File: config.mk
export PLATFORM = sky130hd
export DESIGN_NAME = wb_write_arbiter
export DESIGN_NICKNAME = d
export VERILOG_FILES = /design/src/rtl/rv_wb_pkg.sv /design/src/rtl/wb_result_fifo.sv /design/src/rtl/wb_write_arbiter.sv
export SDC_FILE = /design/constraint.sdc
export NUM_CORES = 1
export LEC_CHECK = 0
export ABC_CLOCK_PERIOD_IN_PS = 2400
export BUFFER_PORTS_ARGS = -buffer_cell sky130_fd_sc_hd__buf_2
export CAP_MARGIN = 20
export CORE_AREA = 8 8 172 174
export DETAILED_ROUTE_END_ITERATION = 12
export DIE_AREA = 0 0 180 182
export GPL_TIMING_DRIVEN = 1
export MAX_ROUTING_LAYER = met4
export PLACE_DENSITY = 0.48
export SLEW_MARGIN = 20
export SYNTH_ARGS = -nofsm -noshare
export SYNTH_HDL_FRONTEND = slang
export SYNTH_SLANG_ARGS = --single-unit
File: constraint.sdc
create_clock -name clk -period 2.4 [get_ports clk]
set_input_delay 0.36 -clock clk [delete_from_list [all_inputs] [get_ports clk]]
set_output_delay 0.36 -clock clk [all_outputs]
set_load 0.02 [all_outputs]
File: src/rtl/rv_wb_pkg.sv
// Shared register-address constants and the default write-back entry layout
// for the write-back arbiter slice.
package rv_wb_pkg;

   localparam int unsigned REG_ADDR_W = 5;
   localparam logic [REG_ADDR_W-1:0] X0 = 5'd0;
   localparam int unsigned WB_XLEN = 32;

   typedef struct packed {
      logic [REG_ADDR_W-1:0] rd;
      logic [WB_XLEN-1:0]    data;
   } wb_entry_t;

endpackage

File: src/rtl/wb_result_fifo.sv
// Synchronous FIFO holding mul/div results awaiting the register-file write
// port. DEPTH must be a power of two so the pointers wrap naturally.
module wb_result_fifo
   import rv_wb_pkg::*;
#(
   parameter type         entry_t = wb_entry_t,
   parameter int unsigned DEPTH   = 2
) (
   input  logic                   clk,
   input  logic                   rst,
   input  logic                   push,
   input  logic                   pop,
   input  entry_t                 wr_entry,
   output entry_t                 rd_entry,
   output logic [$clog2(DEPTH):0] count,
   output logic                   full,
   output logic                   empty
);

   localparam int unsigned PTR_W = $clog2(DEPTH);
   localparam int unsigned CNT_W = PTR_W + 1;

   entry_t             mem [DEPTH];
   logic [PTR_W-1:0]   wr_ptr;
   logic [PTR_W-1:0]   rd_ptr;
   logic               do_push;
   logic               do_pop;

   assign full     = (count == CNT_W'(DEPTH));
   assign empty    = (count == '0);
   assign do_push  = push && !full;
   assign do_pop   = pop && !empty;
   assign rd_entry = mem[rd_ptr];

   always_ff @(posedge clk) begin
      if (do_push) mem[wr_ptr] <= wr_entry;
   end

   always_ff @(posedge clk or posedge rst) begin
      if (rst) begin
         wr_ptr <= '0;
         rd_ptr <= '0;
         count  <= '0;
      end else begin
         if (do_push) wr_ptr <= wr_ptr + PTR_W'(1);
         if (do_pop)  rd_ptr <= rd_ptr + PTR_W'(1);
         case ({do_push, do_pop})
            2'b10:   count <= count + CNT_W'(1);
            2'b01:   count <= count - CNT_W'(1);
            default: count <= count;
         endcase
      end
   end

endmodule

File: src/rtl/wb_write_arbiter.sv
// Register-file write-port arbiter: pipeline WB vs buffered mul/div results,
// with busy scoreboard and starvation stall. `WB_FWD_EN adds bypass outputs.
module wb_write_arbiter
   import rv_wb_pkg::*;
#(
   parameter int unsigned XLEN       = 32,
   parameter int unsigned FIFO_DEPTH = 2,
   parameter int unsigned STARVE_MAX = 4
) (
   input  logic                  clk,
   input  logic                  rst,
   input  logic                  pipe_wen,
   input  logic [REG_ADDR_W-1:0] pipe_rd,
   input  logic [XLEN-1:0]       pipe_data,
   input  logic                  md_valid,
   output logic                  md_ready,
   input  logic [REG_ADDR_W-1:0] md_rd,
   input  logic [XLEN-1:0]       md_data,
   input  logic                  issue_valid,
   input  logic [REG_ADDR_W-1:0] issue_rd,
   input  logic [REG_ADDR_W-1:0] rs1_addr,
   input  logic [REG_ADDR_W-1:0] rs2_addr,
   output logic                  rs1_busy,
   output logic                  rs2_busy,
   output logic                  stall_req,
   output logic [REG_ADDR_W-1:0] rd_addr,
   output logic [XLEN-1:0]       rd_data,
`ifdef WB_FWD_EN
   output logic                  rs1_fwd_hit,
   output logic                  rs2_fwd_hit,
   output logic [XLEN-1:0]       fwd_data,
`endif
   output logic                  wen
);

   localparam int unsigned CNT_W    = $clog2(FIFO_DEPTH) + 1;
   localparam int unsigned STARVE_W = $clog2(STARVE_MAX + 1);
   localparam int unsigned NREGS    = 1 << REG_ADDR_W;

   typedef struct packed {
      logic [REG_ADDR_W-1:0] rd;
      logic [XLEN-1:0]       data;
   } entry_t;

   entry_t              push_entry;
   entry_t              head;
   logic                fifo_full;
   logic                fifo_empty;
   logic [CNT_W-1:0]    fifo_count;
   logic                pipe_req;
   logic                pop;
   logic                md_push;
   logic                clr_en;
   logic                set_en;
   logic [NREGS-1:0]    busy;
   logic [NREGS-1:0]    busy_nxt;
   logic [STARVE_W-1:0] starve_cnt;
   logic [STARVE_W-1:0] starve_nxt;

   assign pipe_req   = pipe_wen && (pipe_rd != X0);
   assign pop        = !fifo_empty && !pipe_req;
   assign md_ready   = !fifo_full;
   assign md_push    = md_valid && md_ready;
   assign push_entry = {md_rd, md_data};
   // An x0 entry is still popped, it just never reaches the write port.
   assign clr_en     = pop && (head.rd != X0);
   assign set_en     = issue_valid && (issue_rd != X0);

   wb_result_fifo #(
      .entry_t (entry_t),
      .DEPTH   (FIFO_DEPTH)
   ) u_fifo (
      .clk      (clk),
      .rst      (rst),
      .push     (md_push),
      .pop      (pop),
      .wr_entry (push_entry),
      .rd_entry (head),
      .count    (fifo_count),
      .full     (fifo_full),
      .empty    (fifo_empty)
   );

   assign rs1_busy = (rs1_addr != X0) && busy[rs1_addr];
   assign rs2_busy = (rs2_addr != X0) && busy[rs2_addr];

   always_comb begin
      busy_nxt = busy;
      if (clr_en) busy_nxt[head.rd] = 1'b0;
      if (set_en) busy_nxt[issue_rd] = 1'b1;
      busy_nxt[0] = 1'b0;
   end

   always_comb begin
      starve_nxt = starve_cnt;
      if (fifo_empty || pop)
         starve_nxt = '0;
      else if (starve_cnt != STARVE_W'(STARVE_MAX))
         starve_nxt = starve_cnt + STARVE_W'(1);
   end

   always_ff @(posedge clk or posedge rst) begin
      if (rst) begin
         rd_addr    <= '0;
         rd_data    <= '0;
         wen        <= 1'b0;
         busy       <= '0;
         starve_cnt <= '0;
         stall_req  <= 1'b0;
      end else begin
         busy       <= busy_nxt;
         starve_cnt <= starve_nxt;
         stall_req  <= (starve_nxt == STARVE_W'(STARVE_MAX));
         if (pipe_req) begin
            wen     <= 1'b1;
            rd_addr <= pipe_rd;
            rd_data <= pipe_data;
         end else if (clr_en) begin
            wen     <= 1'b1;
            rd_addr <= head.rd;
            rd_data <= head.data;
         end else begin
            wen     <= 1'b0;
         end
      end
   end

`ifdef WB_FWD_EN
   assign rs1_fwd_hit = wen && (rs1_addr == rd_addr) && (rs1_addr != X0);
   assign rs2_fwd_hit = wen && (rs2_addr == rd_addr) && (rs2_addr != X0);
   assign fwd_data    = rd_data;
`endif

`ifndef SYNTHESIS
   always_ff @(posedge clk) begin
      if (!rst) begin
         // Re-issuing a register whose pending write retires this same cycle is legal.
         assert (!(set_en && busy[issue_rd] && !(clr_en && head.rd == issue_rd)))
            else $error("wb_write_arbiter: issue to busy register x%0d", issue_rd);
         assert (!(pipe_req && busy[pipe_rd]))
            else $error("wb_write_arbiter: pipeline WAW on busy register x%0d", pipe_rd);
         assert (!(pipe_wen && stall_req))
            else $error("wb_write_arbiter: pipe_wen asserted during stall_req");
         assert (fifo_count <= CNT_W'(FIFO_DEPTH))
            else $error("wb_write_arbiter: result FIFO count overflow");
      end
   end
`endif

endmodule

Word level (Yosys, flattened, before mapping):

Memory sizes are Yosys's and may differ from the RTL's.
Index checks and enable logic that the tools add are counted.

* add/sub/neg operators: 5
* $lt $le $gt $ge: 6
* equal/unequal tests: 5
* muxes and demuxes: 21
* bitwise operators: 3
* reduce and logical (&&, ||, !) cells: 23

Operators with widths (count)
* $mux 32: 4
* $and 32x32->32: 1
* $not 32->32: 1
* $or 32x32->32: 1
* $reduce_bool 5->1: 5
* $lt 5x6->1 const B: 4
* $logic_and 1x1->1: 11
* $bmux 1 s5: 2
* $demux 1 s5: 2
* $ge 5x1->1 const B: 2
* $mux 5: 2
* $mux 1: 8
* $mux 3: 2
* $eq 2x2->1 const B: 2
* $pmux 2 s2: 1
* $reduce_bool 2->1: 2
* $add 3x1->3 const B: 1
* $eq 3x3->1 const B: 1
* $logic_not 1->1: 3
* $ne 3x3->1 const B: 1
* $add 1x1->1 const B: 2
* $add 2x1->2 const B: 1
* $eq 2x1->1 const B: 1
* $logic_not 2->1: 1
* other kinds (2): 2

* register bits: 77
* bits in writable memories: 74
* bits of input ports: 94
* output and inout port bits: 42
* logic and storage cells: 73
* memories: 1

Memory list
* u_fifo.mem: depth 2, bits a word 37, rd ports 1, clocked after Yosys merged registers in 0, wr ports 1, RTL line wb_result_fifo.sv:23 `entry_t mem [DEPTH];`

Logic depth before layout (Yosys ltp):

An unclocked memory read counts as a cell.

* word-level depth: 10
* depth in mapped cells: 8
* depth with buffers taken out: 7

Hierarchy:

A second synthesis with hierarchy kept.

* cells, all modules: 495
* area, all modules: 7185.6 um2

By module, submodules not included
* wb_write_arbiter: times used 1, cells each 361, area each 4232.8 um2, sequential area each 1826.8 um2
* wb_result_fifo: times used 1, cells each 134, area each 2952.8 um2, sequential area each 2322.2 um2

Worst setup path before layout:

OpenSTA, ideal clock, no wires.

* kind: register -> register
* start point: register u_fifo.count[0]
* end point: memory u_fifo.mem[0][0] (netlist name) (enable)
* setup time: 431 ps
* arrival time: 2386 ps
* required time: 1969 ps
* setup slack: -417 ps
* stages on the path, launching flop included: 4
* buffers on the path: 0
* clock period less this slack: 2817 ps
* cell sequence: dfrtp_1 > nand2b_1 > nand2_1 > nor2_1

* word-level cells in the longest chain between the ends: 6

RTL lines
* start: declaration: RTL line wb_result_fifo.sv:15 `output logic [$clog2(DEPTH):0] count,`
* start signal: assignment: RTL line wb_result_fifo.sv:48 `2'b10: count <= count + CNT_W'(1);`
* start signal: assignment: RTL line wb_result_fifo.sv:49 `2'b01: count <= count - CNT_W'(1);`
* start signal: assignment: RTL line wb_result_fifo.sv:50 `default: count <= count;`
* $eq 2x2->1 *: RTL line wb_result_fifo.sv:29 `assign full = (count == CNT_W'(DEPTH));`
* $logic_not 1->1 *: RTL line wb_write_arbiter.sv:62 `assign md_ready = !fifo_full;`
* net md_ready: RTL line wb_write_arbiter.sv:16 `output logic md_ready,`
* $logic_and 1x1->1: RTL line wb_write_arbiter.sv:63 `assign md_push = md_valid && md_ready;`
* $logic_and 1x1->1 *: RTL line wb_result_fifo.sv:31 `assign do_push = push && !full;`
* $mux 1 *: RTL line wb_result_fifo.sv:36 `if (do_push) mem[wr_ptr] <= wr_entry;`
* $mux 1 (implied by the code) *: RTL line wb_result_fifo.sv:36
* end: declaration: RTL line wb_result_fifo.sv:23

The timed path passes the listed nets; every way through them passes the cells marked *.

Final worst setup path:

* start point: register busy[7]
* end point: output rs1_busy

* word-level cells in the longest chain between the ends: 3

RTL lines
* start: declaration: RTL line wb_write_arbiter.sv:55 `logic [NREGS-1:0] busy;`
* start signal: assignment: RTL line wb_write_arbiter.sv:111 `busy <= busy_nxt;`
* $bmux 1 s5: RTL line wb_write_arbiter.sv:84 `assign rs1_busy = (rs1_addr != X0) && busy[rs1_addr];`
* $mux 1 (implied by the code): RTL line wb_write_arbiter.sv:84
* $logic_and 1x1->1: RTL line wb_write_arbiter.sv:84
* end: declaration: RTL line wb_write_arbiter.sv:23 `output logic rs1_busy,`

No other way between the ends. The select of a mux whose other input is x is not followed.

==> metrics.txt <==
outcome finished, final reports clean; number of instances in the synthesized netlist 516; Synth Register Bits 151; power density over the cells 1140 nW/µm²; r2r worst-path depth 4; number of antenna violations at the first check in global routing 5; total DRC errors in the routed layout 0; normalized max-slew margin 0.498; final weighted congestion in routability-driven placement 0.778; critical register-to-register path endpoint busy[17]$_DFF_PP0_; area of the placeable core 26,700 µm²; Clock H-tree levels 4; critical path type reg2out; starting density of the core 0.269; layout-stage area growth over the synthesis result 25.0%; Syn Std Cell Area 7170 µm²; layout cells sized above 1 0.444; Yosys warning total 0; leading cell type in the layout, fill and taps excluded sky130_fd_sc_hd__buf_2; overall die area 32,800 µm²; height of the die 182 µm; total negative slack 0 ns; number of cells in the design after placement 978; Inserted Clock Buffers 17; most used cells in the layout excluding fill and tap cells 134 x sky130_fd_sc_hd__buf_2, 84 x sky130_fd_sc_hd__mux2_2, 75 x sky130_fd_sc_hd__dfrtp_1; count of pins on the block boundary 136; maximum achievable frequency 426 MHz; average wire per standard cell 18.5 µm; data arrival time of the critical path 1.98 ns; number of nets in the layout 757; prevailing post-synth register cell sky130_fd_sc_hd__dfrtp_1; Yosys cell types 51; Max Root-Sink Buffers 2; CTS sink count 151; number of enable-type register cells in the synthesized netlist 74; final worst clock skew 0.0172 ns; synthesized area per cell 13.9 µm²; async set or reset register ratio after synthesis 0.510; Worst R2R Start u_fifo.rd_ptr$_DFFE_PP0P_; total via count in the routed design 4,751; count of non-filler cells in the finished layout 1,020; detailed-route wire length 18,800 µm; R2R Setup Slk 0.32 ns; largest net degree at the start of global routing 53; instance count along the most critical hold path 1; Final Critical Period 2.34 ns; maximum fanout encountered on the critical timing path 3; vias per inst 4.66; final hold violation count 0; Total GRT Usage 0.119; clk_lat worst skew 0.42 ns; overall overflow remaining after global route 0; Req. time, crit path 2.04 ns; register clock-pin slew on the reported worst setup and hold paths 0.07 ns; count of max-cap constraint violations 0; Clk Tree Root Cell sky130_fd_sc_hd__clkbuf_16; start point of the worst hold path md_data[7]; die boundary width 180 µm; period utilization 0.977; worst-case vdd ir drop 509 µV; DRT Pass-1 Iters 4; Port Buffer Count 135; endpoint class of the critical path output port; Hold Path Class in2reg; Slew @ Worst Pin 0.750 ns; drt initial violations 206; endpoint with the worst hold slack u_fifo.mem[0][7]$_DFFE_PP_; sequential fraction of the synthesis area 0.579; count of nets left with antenna violations after detail routing 0; wire length of the first global-routing pass 29,600 µm; crit start category flop; DP HPWL 13,900 µm; CTS tree built; std cell rows 60; number of setup violations in the final report 0; unrepaired setup endpoints after global routing no; Pleak 3.67 nW; post-synthesis net count 613; pins over their slew limit 0; via count of the first global-routing pass 5,334
==> sequential cells by signal, indices dropped and copies added (netlist names), 2 cells and up <==
| register | cells |
|---|---|
| u_fifo.mem | 74 |
| rd_data | 32 |
| busy | 31 |
| rd_addr | 5 |
| starve_cnt | 3 |
| u_fifo.count | 2 |
==> worst max path at each step <==
stage	from	end	slack, ns	cells after the start
floorplan	rst	busy[10]$_DFF_PP0_	0.07	1
global placement	pipe_rd[0]	u_fifo.count[1]$_DFFE_PP0P_	0.21	7
detailed placement	pipe_rd[0]	u_fifo.count[1]$_DFFE_PP0P_	0.19	7
CTS	busy[24]$_DFF_PP0_	rs1_busy	0.001	5
global route	busy[7]$_DFF_PP0_	rs1_busy	0.01	5
finish	busy[7]$_DFF_PP0_	rs1_busy	0.06	5
==> report_power, final <==
group / internal [mW] / switching, mW
logic: 1.63 / 1.84
clock network: 1.56 / 1.04
registers: 3.61 / 0.566
==> area by class of cell <==
| cell class | instances | area [µm²] |
|---|---|---|
| well taps | 341 | 427 |
| repair buffers | 151 | 863 |
| multi-input cells | 333 | 2900 |
| clock buffers | 21 | 450 |
| fillers | 2609 | 17700 |
| clock inverters | 11 | 128 |
| flip-flops and latches | 151 | 4150 |
| inverters | 6 | 23.8 |
| diodes | 6 | 15.0 |
==> worst max-delay path, stage by stage, from the launching register on <==
cell and delay, ns:
sky130_fd_sc_hd__dfrtp_1 0.42, sky130_fd_sc_hd__mux4_2 0.49, sky130_fd_sc_hd__o22ai_2 0.15, sky130_fd_sc_hd__a311oi_1 0.07
sky130_fd_sc_hd__a221o_1 0.28, sky130_fd_sc_hd__buf_4 0.16
==> cells by family (layout without fill, tap and decap cells) <==
kind of cell,Yosys count,in the layout,share of synthesized area
AO/OA/AOI/OAI,62,62,0.0667
other,0,6,0
buffers and inverters,32,189,0.0251
XOR/XNOR,5,5,0.00611
flip-flops,151,151,0.579
multiplexers,142,142,0.236
adder cells (fa/ha/maj),3,3,0.00524
AND/OR/NAND/NOR,121,121,0.0824
==> stage by stage <==
stage / util / worst slack (ns) / power [mW] / hold WS, ns / area, µm²
after global placement: 0.311 / 0.215 / 7.60 / 0.421 / 8300
after CTS: 0.333 / 0.000992 / 10.4 / 0.106 / 8880
after detailed placement: 0.311 / 0.187 / 7.72 / 0.420 / 8300
final: 0.336 / 0.0552 / 10.2 / 0.127 / 8960
after global routing: 0.336 / 0.0108 / 10.8 / 0.106 / 8960
after floorplan: - / 0.0733 / 6.49 / 0.459 / 7170
==> per-layer routing <==
metal  wire, µm  global-route usage
met1       8530               0.143
met2       9060               0.194
met3        971              0.0321
met4        263              0.0380
met5          0                   -
==> cells in the mapped netlist (2+ instances only) <==
cell	n	area (µm²)
sky130_fd_sc_hd__inv_1	6	22.5
sky130_fd_sc_hd__clkbuf_1	10	37.5
sky130_fd_sc_hd__nand3_1	16	80.1
sky130_fd_sc_hd__and3_1	4	25.0
sky130_fd_sc_hd__nor3_1	3	15.0
sky130_fd_sc_hd__buf_6	7	78.8
sky130_fd_sc_hd__nor3b_1	5	37.5
sky130_fd_sc_hd__mux2_1	14	158
sky130_fd_sc_hd__a21o_1	9	67.6
sky130_fd_sc_hd__mux4_2	4	90.1
sky130_fd_sc_hd__a22oi_1	3	22.5
sky130_fd_sc_hd__a22o_1	9	78.8
sky130_fd_sc_hd__or3_1	3	18.8
sky130_fd_sc_hd__mux2_2	85	957
sky130_fd_sc_hd__a221oi_1	3	26.3
sky130_fd_sc_hd__edfxtp_1	74	2220
sky130_fd_sc_hd__dfrtp_1	77	1930
sky130_fd_sc_hd__buf_1	5	18.8
sky130_fd_sc_hd__nor2_1	13	48.8
sky130_fd_sc_hd__xnor2_1	3	26.3
sky130_fd_sc_hd__o311ai_0	2	17.5
sky130_fd_sc_hd__nor2b_1	7	43.8
sky130_fd_sc_hd__a21oi_1	4	20.0
sky130_fd_sc_hd__nand2_1	55	206
sky130_fd_sc_hd__xor2_1	2	17.5
sky130_fd_sc_hd__and3b_1	3	26.3
sky130_fd_sc_hd__buf_2	3	15.0
sky130_fd_sc_hd__nand2b_1	4	25.0
sky130_fd_sc_hd__mux2_4	19	285
sky130_fd_sc_hd__mux2i_1	20	200
sky130_fd_sc_hd__ha_1	3	37.5
sky130_fd_sc_hd__o31ai_1	22	165
==> repair_timing <==
item / 4_1_cts / 5_1_grt
hold buffers: 1 / 0
cloned: 0 / 0
endpoints found under the hold margin: 25 / 0
setup buffers: 0 / 3
resized for setup: 2 / 7
pin swaps: 0 / 1
endpoints found under the setup margin: 1 / 1
(Power assumes the default switching activity.)
